File: src/rtl/ram_arbiter_pkg.sv
// Shared types and address-map constants for the IFU/LSU RAM arbiter.
package ram_arbiter_pkg;

    localparam logic [63:0] BASE_ADDR = 64'h0000_0000_8000_0000;
    localparam logic [63:0] MEM_WORDS = 64'h0000_0000_0800_0000;

    typedef enum logic [1:0] {IDLE, ACCESS, RESP} state_t;
    typedef enum logic {OWN_IF, OWN_LS} owner_t;

endpackage

File: src/rtl/ram_arb_pick.sv
// Winner selection between IFU and LSU requests, plus the starvation counter update.
module ram_arb_pick #(
    parameter int unsigned STARVE_MAX = 4
) (
    input  logic       if_valid,
    input  logic       ls_valid,
    input  logic [2:0] starve_cnt,
    output logic       grant_if,
    output logic       grant_ls,
    output logic [2:0] starve_next
);

    localparam logic [2:0] STARVE_LIM = 3'(STARVE_MAX);

    always_comb begin
        // LSU normally wins; the IFU wins once it has been passed over STARVE_MAX times.
        grant_if    = if_valid && (!ls_valid || (starve_cnt == STARVE_LIM));
        grant_ls    = ls_valid && !grant_if;
        starve_next = starve_cnt;
        if (grant_ls && if_valid) begin
            starve_next = (starve_cnt >= STARVE_LIM) ? STARVE_LIM : starve_cnt + 3'd1;
        end else if (grant_ls || grant_if) begin
            starve_next = '0;
        end
    end

endmodule

File: src/rtl/ram_arbiter.sv
// Single-outstanding arbiter sharing one synchronous-write RAM between the IFU and the LSU.
module ram_arbiter #(
    parameter logic [63:0] BASE_ADDR  = ram_arbiter_pkg::BASE_ADDR,
    parameter logic [63:0] MEM_WORDS  = ram_arbiter_pkg::MEM_WORDS,
    parameter int unsigned STARVE_MAX = 4
) (
    input  logic        clk,
    input  logic        rst_n,
    input  logic        if_req_valid,
    output logic        if_req_ready,
    input  logic [63:0] if_req_addr,
    output logic        if_resp_valid,
    input  logic        if_resp_ready,
    output logic [31:0] if_resp_data,
    output logic        if_resp_err,
    input  logic        ls_req_valid,
    output logic        ls_req_ready,
    input  logic [63:0] ls_req_addr,
    input  logic        ls_req_wen,
    input  logic [63:0] ls_req_wdata,
    input  logic [63:0] ls_req_wmask,
    output logic        ls_resp_valid,
    input  logic        ls_resp_ready,
    output logic [63:0] ls_resp_rdata,
    output logic        ls_resp_err,
    output logic        ram_en,
    output logic [63:0] ram_idx,
    input  logic [63:0] ram_rdata,
    output logic [63:0] ram_wdata,
    output logic [63:0] ram_wmask,
    output logic        ram_wen
);

    import ram_arbiter_pkg::*;

    state_t      state_q, state_d;
    owner_t      owner_q;
    logic [63:0] addr_q, wdata_q, wmask_q, rdata_q;
    logic        wen_q, err_q;
    logic [2:0]  starve_q, starve_d;
    logic        grant_if, grant_ls;
    logic [63:0] offset;
    logic        in_range;

    ram_arb_pick #(
        .STARVE_MAX (STARVE_MAX)
    ) u_pick (
        .if_valid    (if_req_valid),
        .ls_valid    (ls_req_valid),
        .starve_cnt  (starve_q),
        .grant_if    (grant_if),
        .grant_ls    (grant_ls),
        .starve_next (starve_d)
    );

    // Subtraction form keeps the upper-bound compare free of overflow.
    assign offset   = addr_q - BASE_ADDR;
    assign in_range = (addr_q >= BASE_ADDR) && (offset < (MEM_WORDS << 3));

    always_comb begin
        state_d       = state_q;
        if_req_ready  = 1'b0;
        ls_req_ready  = 1'b0;
        if_resp_valid = 1'b0;
        ls_resp_valid = 1'b0;
        ram_en        = 1'b0;
        ram_idx       = '0;
        ram_wdata     = '0;
        ram_wmask     = '0;
        ram_wen       = 1'b0;
        unique case (state_q)
            IDLE: begin
                if_req_ready = grant_if;
                ls_req_ready = grant_ls;
                if (grant_if || grant_ls) state_d = ACCESS;
            end
            ACCESS: begin
                if (in_range) begin
                    ram_en    = 1'b1;
                    ram_idx   = offset >> 3;
                    ram_wen   = wen_q;
                    ram_wdata = wdata_q;
                    ram_wmask = wmask_q;
                end
                state_d = RESP;
            end
            RESP: begin
                if_resp_valid = (owner_q == OWN_IF);
                ls_resp_valid = (owner_q == OWN_LS);
                if ((if_resp_valid && if_resp_ready) || (ls_resp_valid && ls_resp_ready)) begin
                    state_d = IDLE;
                end
            end
            default: state_d = IDLE;
        endcase
        // Reset must squash a write that is mid-ACCESS before it reaches the RAM.
        if (!rst_n) begin
            if_req_ready  = 1'b0;
            ls_req_ready  = 1'b0;
            if_resp_valid = 1'b0;
            ls_resp_valid = 1'b0;
            ram_en        = 1'b0;
            ram_wen       = 1'b0;
        end
    end

    always_ff @(posedge clk) begin
        if (!rst_n) begin
            state_q  <= IDLE;
            owner_q  <= OWN_IF;
            addr_q   <= '0;
            wen_q    <= 1'b0;
            wdata_q  <= '0;
            wmask_q  <= '0;
            rdata_q  <= '0;
            err_q    <= 1'b0;
            starve_q <= '0;
        end else begin
            state_q <= state_d;
            if (state_q == IDLE && (grant_if || grant_ls)) begin
                starve_q <= starve_d;
                owner_q  <= grant_ls ? OWN_LS : OWN_IF;
                addr_q   <= grant_ls ? ls_req_addr : if_req_addr;
                wen_q    <= grant_ls && ls_req_wen;
                wdata_q  <= grant_ls ? ls_req_wdata : '0;
                wmask_q  <= grant_ls ? ls_req_wmask : '0;
            end
            if (state_q == ACCESS) begin
                rdata_q <= (in_range && !wen_q) ? ram_rdata : '0;
                err_q   <= !in_range;
            end
        end
    end

    assign if_resp_data  = addr_q[2] ? rdata_q[63:32] : rdata_q[31:0];
    assign if_resp_err   = err_q;
    assign ls_resp_rdata = rdata_q;
    assign ls_resp_err   = err_q;

endmodule

File: config.mk
export PLATFORM = sky130hd
export DESIGN_NAME = ram_arbiter
export DESIGN_NICKNAME = d
export VERILOG_FILES = /design/src/rtl/ram_arbiter_pkg.sv /design/src/rtl/ram_arb_pick.sv /design/src/rtl/ram_arbiter.sv
export SDC_FILE = /design/constraint.sdc
export NUM_CORES = 1
export LEC_CHECK = 0
export CORE_AREA = 2 2 240 242
export CTS_CLUSTER_DIAMETER = 60
export DETAILED_ROUTE_END_ITERATION = 12
export DIE_AREA = 0 0 242 244
export HOLD_SLACK_MARGIN = 0.05
export PLACE_DENSITY = 0.5
export RECOVER_POWER = 25
export SKIP_CTS_REPAIR_TIMING = 1
export SYNTH_ARGS = -nofsm -noshare
export SYNTH_HDL_FRONTEND = slang
export SYNTH_SLANG_ARGS = --single-unit
export TNS_END_PERCENT = 1
File: constraint.sdc
create_clock -name clk -period 2.56 [get_ports clk]
set_input_delay 0.384 -clock clk [delete_from_list [all_inputs] [get_ports clk]]
set_output_delay 0.384 -clock clk [all_outputs]
set_load 0.005 [all_outputs]
==> results of run 1 <==
==> critical path, stage by stage (launching register included) <==
cell             delay [ps]
dfxtp_1                 310
or4_4                   530
o31a_1                  280
nor3_2                  220
o2111ai_2               150
nor4_4                  210
buf_6                   180
buf_12                  150
buf_16                  160
and2_1                  150
clkdlybuf4s50_1         490
==> registers in the layout (all words and copies together), names as in the netlist <==
| register | count |
|---|---|
| addr_q | 62 |
| if_resp_err | 1 |
| ls_resp_rdata | 64 |
| owner_q | 1 |
| starve_q | 3 |
| state_q | 2 |
| wdata_q | 64 |
| wen_q | 1 |
| wmask_q | 64 |
==> kinds of logic after synthesis <==
kind of cell             Yosys count  share of synthesized area, %
AND/OR/NAND/NOR                  561                          25.9
AO/OA/AOI/OAI                    273                          17.5
flip-flops                       262                          41.9
buffers and inverters            170                          6.43
multiplexers                      95                          7.91
adder cells (fa/ha/maj)            3                         0.300
other                              1                        0.0299
XOR/XNOR                           1                        0.0699
==> routing by layer <==
metal	track usage (%)	vias to the layer above	wire length, um
met5	0	-	28
met4	7.01	4	1630
met3	4.73	88	3610
met2	27.8	432	25400
met1	18.7	5707	20200
li1	-	5958	-
==> where the power goes <==
group / switching (mW) / total, mW / internal (mW)
registers: 0.165 / 4.51 / 4.34
logic: 1.01 / 2.20 / 1.19
clock network: 1.99 / 5.35 / 3.36
==> placed cells by master (no fill, tap or decap), types with 5 or more instances in the layout <==
cell type,instances
and2_4,7
clkbuf_16,43
clkbuf_1,6
a22oi_1,129
a21oi_1,5
clkbuf_8,9
o211a_1,62
nand3b_1,65
nor2b_1,134
nor4_1,11
buf_6,8
o31ai_1,64
buf_2,31
clkbuf_2,110
dlymetal6s2s_1,6
and2_1,149
diode_2,5
mux2_2,32
mux2i_1,63
nor2_1,15
buf_4,83
conb_1,37
dfxtp_1,260
nand2_1,141
clkdlybuf4s50_1,428
buf_12,12
==> layout make-up <==
cell class | count | area share [%]
timing repair buffer | 695 | 30.6
sequential | 262 | 25.5
multi-input combinational | 970 | 32.9
tap | 756 | 4.59
inverter | 4 | 0.0729
antenna | 5 | 0.0608
clock inverter | 14 | 0.845
clock buffer | 53 | 5.43
==> worst max path at each step <==
stage,from,end,slack [ps],cells after the start
global route,addr_q[35]$_SDFFE_PN0P_,ram_wdata[25],-1340,12
global placement,addr_q[35]$_SDFFE_PN0P_,ram_wdata[47],-750,11
CTS,addr_q[35]$_SDFFE_PN0P_,ram_wdata[57],-1380,9
finish,addr_q[35]$_SDFFE_PN0P_,ram_wdata[25],-1200,10
floorplan,addr_q[35]$_SDFFE_PN0P_,ram_wdata[0],10,8
detailed placement,addr_q[35]$_SDFFE_PN0P_,ram_wdata[27],-770,9
==> per-stage QoR <==
step	setup WS, ps	instance area, um2	utilization, %	hold slack, ps	instances
finish	-1200	20600	36.7	147	2759
global route	-1340	20600	36.7	140	2759
CTS	-1380	21000	37.3	117	2743
detailed placement	-772	19700	35.0	462	2676
global placement	-748	19700	35.0	456	2676
floorplan	14.4	12700	-	458	1402
==> results.tsv, run 1 <==
metric	value	unit
Final Skew	14.6	ps
layout cell share with drive strength beyond 1	19.1	%
DR vias/cell	4.42	
PnR worst setup slack	-1200	ps
Post-Route WL	50900	um
Die Wd	242	um
mean cell area of the mapped netlist	9.17	um2
row count	87	
Max-slew headroom	43.6	%
hold path endpoint	addr_q[21]$_SDFFE_PN0P_	
Die H	244	um
clock root cell	clkbuf_16	
Setup TNS Final	-128990	ps
EDFF count, synth	0	
TritonRoute pass-1 iters	4	
Leakage	8.79	nW
Remaining DRCs	0	
unrepaired setup endpoints after global routing	true	
crit path capture type	primary output	
fmax	266	MHz
DR vias	12189	
All-Layer GR Usage	16.2	%
initial core utilization	22.3	%
# Max-Cap Violations	0	
Data arrival, critical path	3380	ps
vias in the first global route	12308	
Area growth, synth to finish	64.3	%
worst r2r path cells	9	
Max Slew Vio Count	0	
Routed wire per std cell	18.5	um
Clock Path Buffers	3	
Worst-Skew Late Latency	540	ps
CTS clk-pin slew, worst paths	50	ps
share of the synthesized area in the top cell type	41.9	%
fin crit period	3760	ps
Hold Path Origin	rst_n	
part of the Yosys area used for sequential elements	41.9	%
Max VDD drop	0.443	mV
most frequent cell after synthesis	dfxtp_1	
yosys warns	0	
IO buf count	581	
area leader, netlist	dfxtp_1	
initial antenna violation count	8	
largest net degree at the start of global routing	104	
Post-synth ARST share	0	%
synthesized area	12500	um2
critical register-to-register path endpoint	ls_resp_rdata[56]$_SDFFE_PN0P_	
Core ar.	56200	um2
GPL Wtd Cong	0.850	
total grt overflow	0	
fill cell count	5803	
worst hold stages	2	
# clock sinks	262	
#FFs+latches synth	262	
period utilisation layout	147	%
Pwr Total	12.1	mW
ANT nets after route	0	
H-tree depth	2	
RR Startpoint	addr_q[39]$_SDFFE_PN0P_	
Crit path required time	2180	ps
status	finished with violations	
register area	5250	um2
crit path kind	reg2out	
Post-Synthesis Cells	1366	
reg2reg setup slack	-40	ps
P per Cell Area	586	nW/um2
Tightest Pin Transition	847	ps
Iteration-0 DRC Markers	644	
failing checks	negative setup slack	
total die area	59000	um2
synth unique cells	47	
first-pass GRT wire length	74500	um
endpoints failing hold	0	
dpl hpwl	36700	um
top_reg_cell synth	dfxtp_1	
Min-Delay Path Class	in2reg	
Synth area leaders	dfxtp_1 (42%), and2_1 (7.8%), a22oi_1 (7.7%), nor2b_1 (6.7%), mux2i_1 (5.0%)	
Nets	2300	
area occupied by multi-input gates	6780	um2
CTS buffer count	37	
synth cell count leaders	dfxtp_1 (262), and2_1 (156), nand2_1 (141)	
setup violators final	160	
I/O Pins	623	
Worst setup SP type	flop	
crit-path max FO	19	
CTS tree	built	
(Power assumes the default switching activity.)
==> run 2, diff against run 1 <==
DONT_BUFFER_PORTS = 1   (was default)
PLACE_DENSITY = 0.35   (was 0.5)
==> results.tsv, run 2 (synthesis results as in run 1) <==
metric	value	unit
Worst-Skew Late Latency	550	ps
Min-Delay Path Class	in2reg	
Nets	1846	
Die H	244	um
crit path capture type	primary output	
DP Area	13600	um2
slowest stage cell, crit path	or4_4	
crit path kind	reg2out	
P per Cell Area	702	nW/um2
Crit path required time	2180	ps
Post-Route WL	46100	um
crit-path cells	or4_4 > o31a_1 > nor3_2 > o2111ai_2 > nor4_4 > buf_6 > clkbuf_16 > and2_1	
Clock Path Buffers	3	
vias in the first global route	9601	
status	finished with violations	
# clock sinks	262	
# Max-Cap Violations	0	
Slowest Stage Delay on Critical Path	550	ps
fin util	29.7	%
Setup TNS Final	-122690	ps
first-pass GRT wire length	62600	um
period utilisation layout	131	%
DR vias/cell	4.60	
failing checks	negative setup slack	
Core ar.	56200	um2
unrepaired setup endpoints after global routing	true	
setup violators final	312	
dpl hpwl	30200	um
DR vias	10564	
Final Cell Area	16700	um2
IO buf count	0	
most frequent cells in the layout	dfxtp_1 (260), dlygate4sd3_1 (154), nand2_1 (141)	
initial antenna violation count	4	
endpoints failing hold	0	
CTS tree	built	
commonest non-fill, non-tap cell in the layout	dfxtp_1	
Tightest Pin Transition	1040	ps
ANT nets after route	0	
CTS clk-pin slew, worst paths	50	ps
PnR worst setup slack	-791	ps
fin crit period	3350	ps
pre-CTS setup slack	-453	ps
total grt overflow	0	
Routed wire per std cell	20.0	um
GPL Wtd Cong	0.811	
Max VDD drop	0.401	mV
Remaining DRCs	0	
total die area	59000	um2
crit-path max FO	20	
Leakage	6.79	nW
largest net degree at the start of global routing	268	
H-tree depth	2	
Die Wd	242	um
Max Slew Vio Count	0	
clock root cell	clkbuf_16	
initial core utilization	22.3	%
Iteration-0 DRC Markers	545	
fill cell count	5942	
Max-slew headroom	30.7	%
fmax	298	MHz
Area growth, synth to finish	33.3	%
Worst setup SP type	flop	
Final Skew	25.4	ps
row count	87	
CTS buffer count	38	
layout cell share with drive strength beyond 1	14.0	%
I/O Pins	623	
All-Layer GR Usage	13.7	%
Data arrival, critical path	2970	ps
TritonRoute pass-1 iters	5	
-- run 2: cell types whose count changed in the layout (fill, tap and decap cells not counted), moves of 3 or more --
cell / delta
dlymetal6s2s_1: -6
buf_2: -31
and2_4: +9
diode_2: -4
and2_1: -9
buf_8: -4
clkbuf_2: -110
buf_4: -19
dlygate4sd3_1: +150
buf_6: -6
clkbuf_8: -3
clkdlybuf4s50_1: -428
-- run 2: path summary, 6_finish.rpt --
path              cells after the start  slack (ps)                startpoint                  endpoint
setup / recovery                      8        -790   addr_q[35]$_SDFFE_PN0P_             ram_wmask[16]
hold / removal                        2          40           ls_req_wmask[0]   wmask_q[0]$_SDFFE_PN0P_
setup reg to reg                      9         -90  starve_q[0]$_SDFFE_PN0P_  wdata_q[26]$_SDFFE_PN0P_
hold reg to reg                       2         480  starve_q[1]$_SDFFE_PN0P_  starve_q[1]$_SDFFE_PN0P_
-- run 2: final cells by class --
class / count / area (um2) / area share [%]
Inverter: 4 / 15.0 / 0.0899
Tap cell: 756 / 946 / 5.66
Multi-Input combinational cell: 970 / 6780 / 40.6
Clock inverter: 13 / 195 / 1.17
Sequential cell: 262 / 5250 / 31.4
Antenna cell: 1 / 2.50 / 0.0150
Timing Repair Buffer: 240 / 2440 / 14.6
Clock buffer: 52 / 1080 / 6.49
-- run 2: per-layer routing --
layer	track usage, %	wire length [um]	up-vias
li1	-	-	5027
met1	15.5	18200	5033
met2	24.4	23500	426
met3	3.72	2940	74
met4	5.86	1430	4
met5	0	26	-
-- run 2: metrics by stage --
stage | cells | hold WS (ps) | power, mW
floorplan | 1402 | 458 | 5.62
global placement | 2070 | 471 | 6.20
detailed placement | 2070 | 478 | 6.20
CTS | 2135 | -50.8 | 11.7
global route | 2298 | 50.1 | 12.3
finish | 2298 | 44.0 | 11.7
-- run 2: report_power, final --
part	internal, mW	switching, mW	total [mW]	leakage (nW)
Sequential	4.34	0.190	4.54	2.15
Clock	3.38	1.98	5.36	0.626
Combinational	0.905	0.922	1.83	4.02
-- run 2: critical path, delay by kind of cell (launching register included) --
family	cells	cell delay (ps)
AOI/OAI and AO/OA	2	480
buffers and inverters	2	430
DFF	1	340
and+or+nand+nor	4	1150
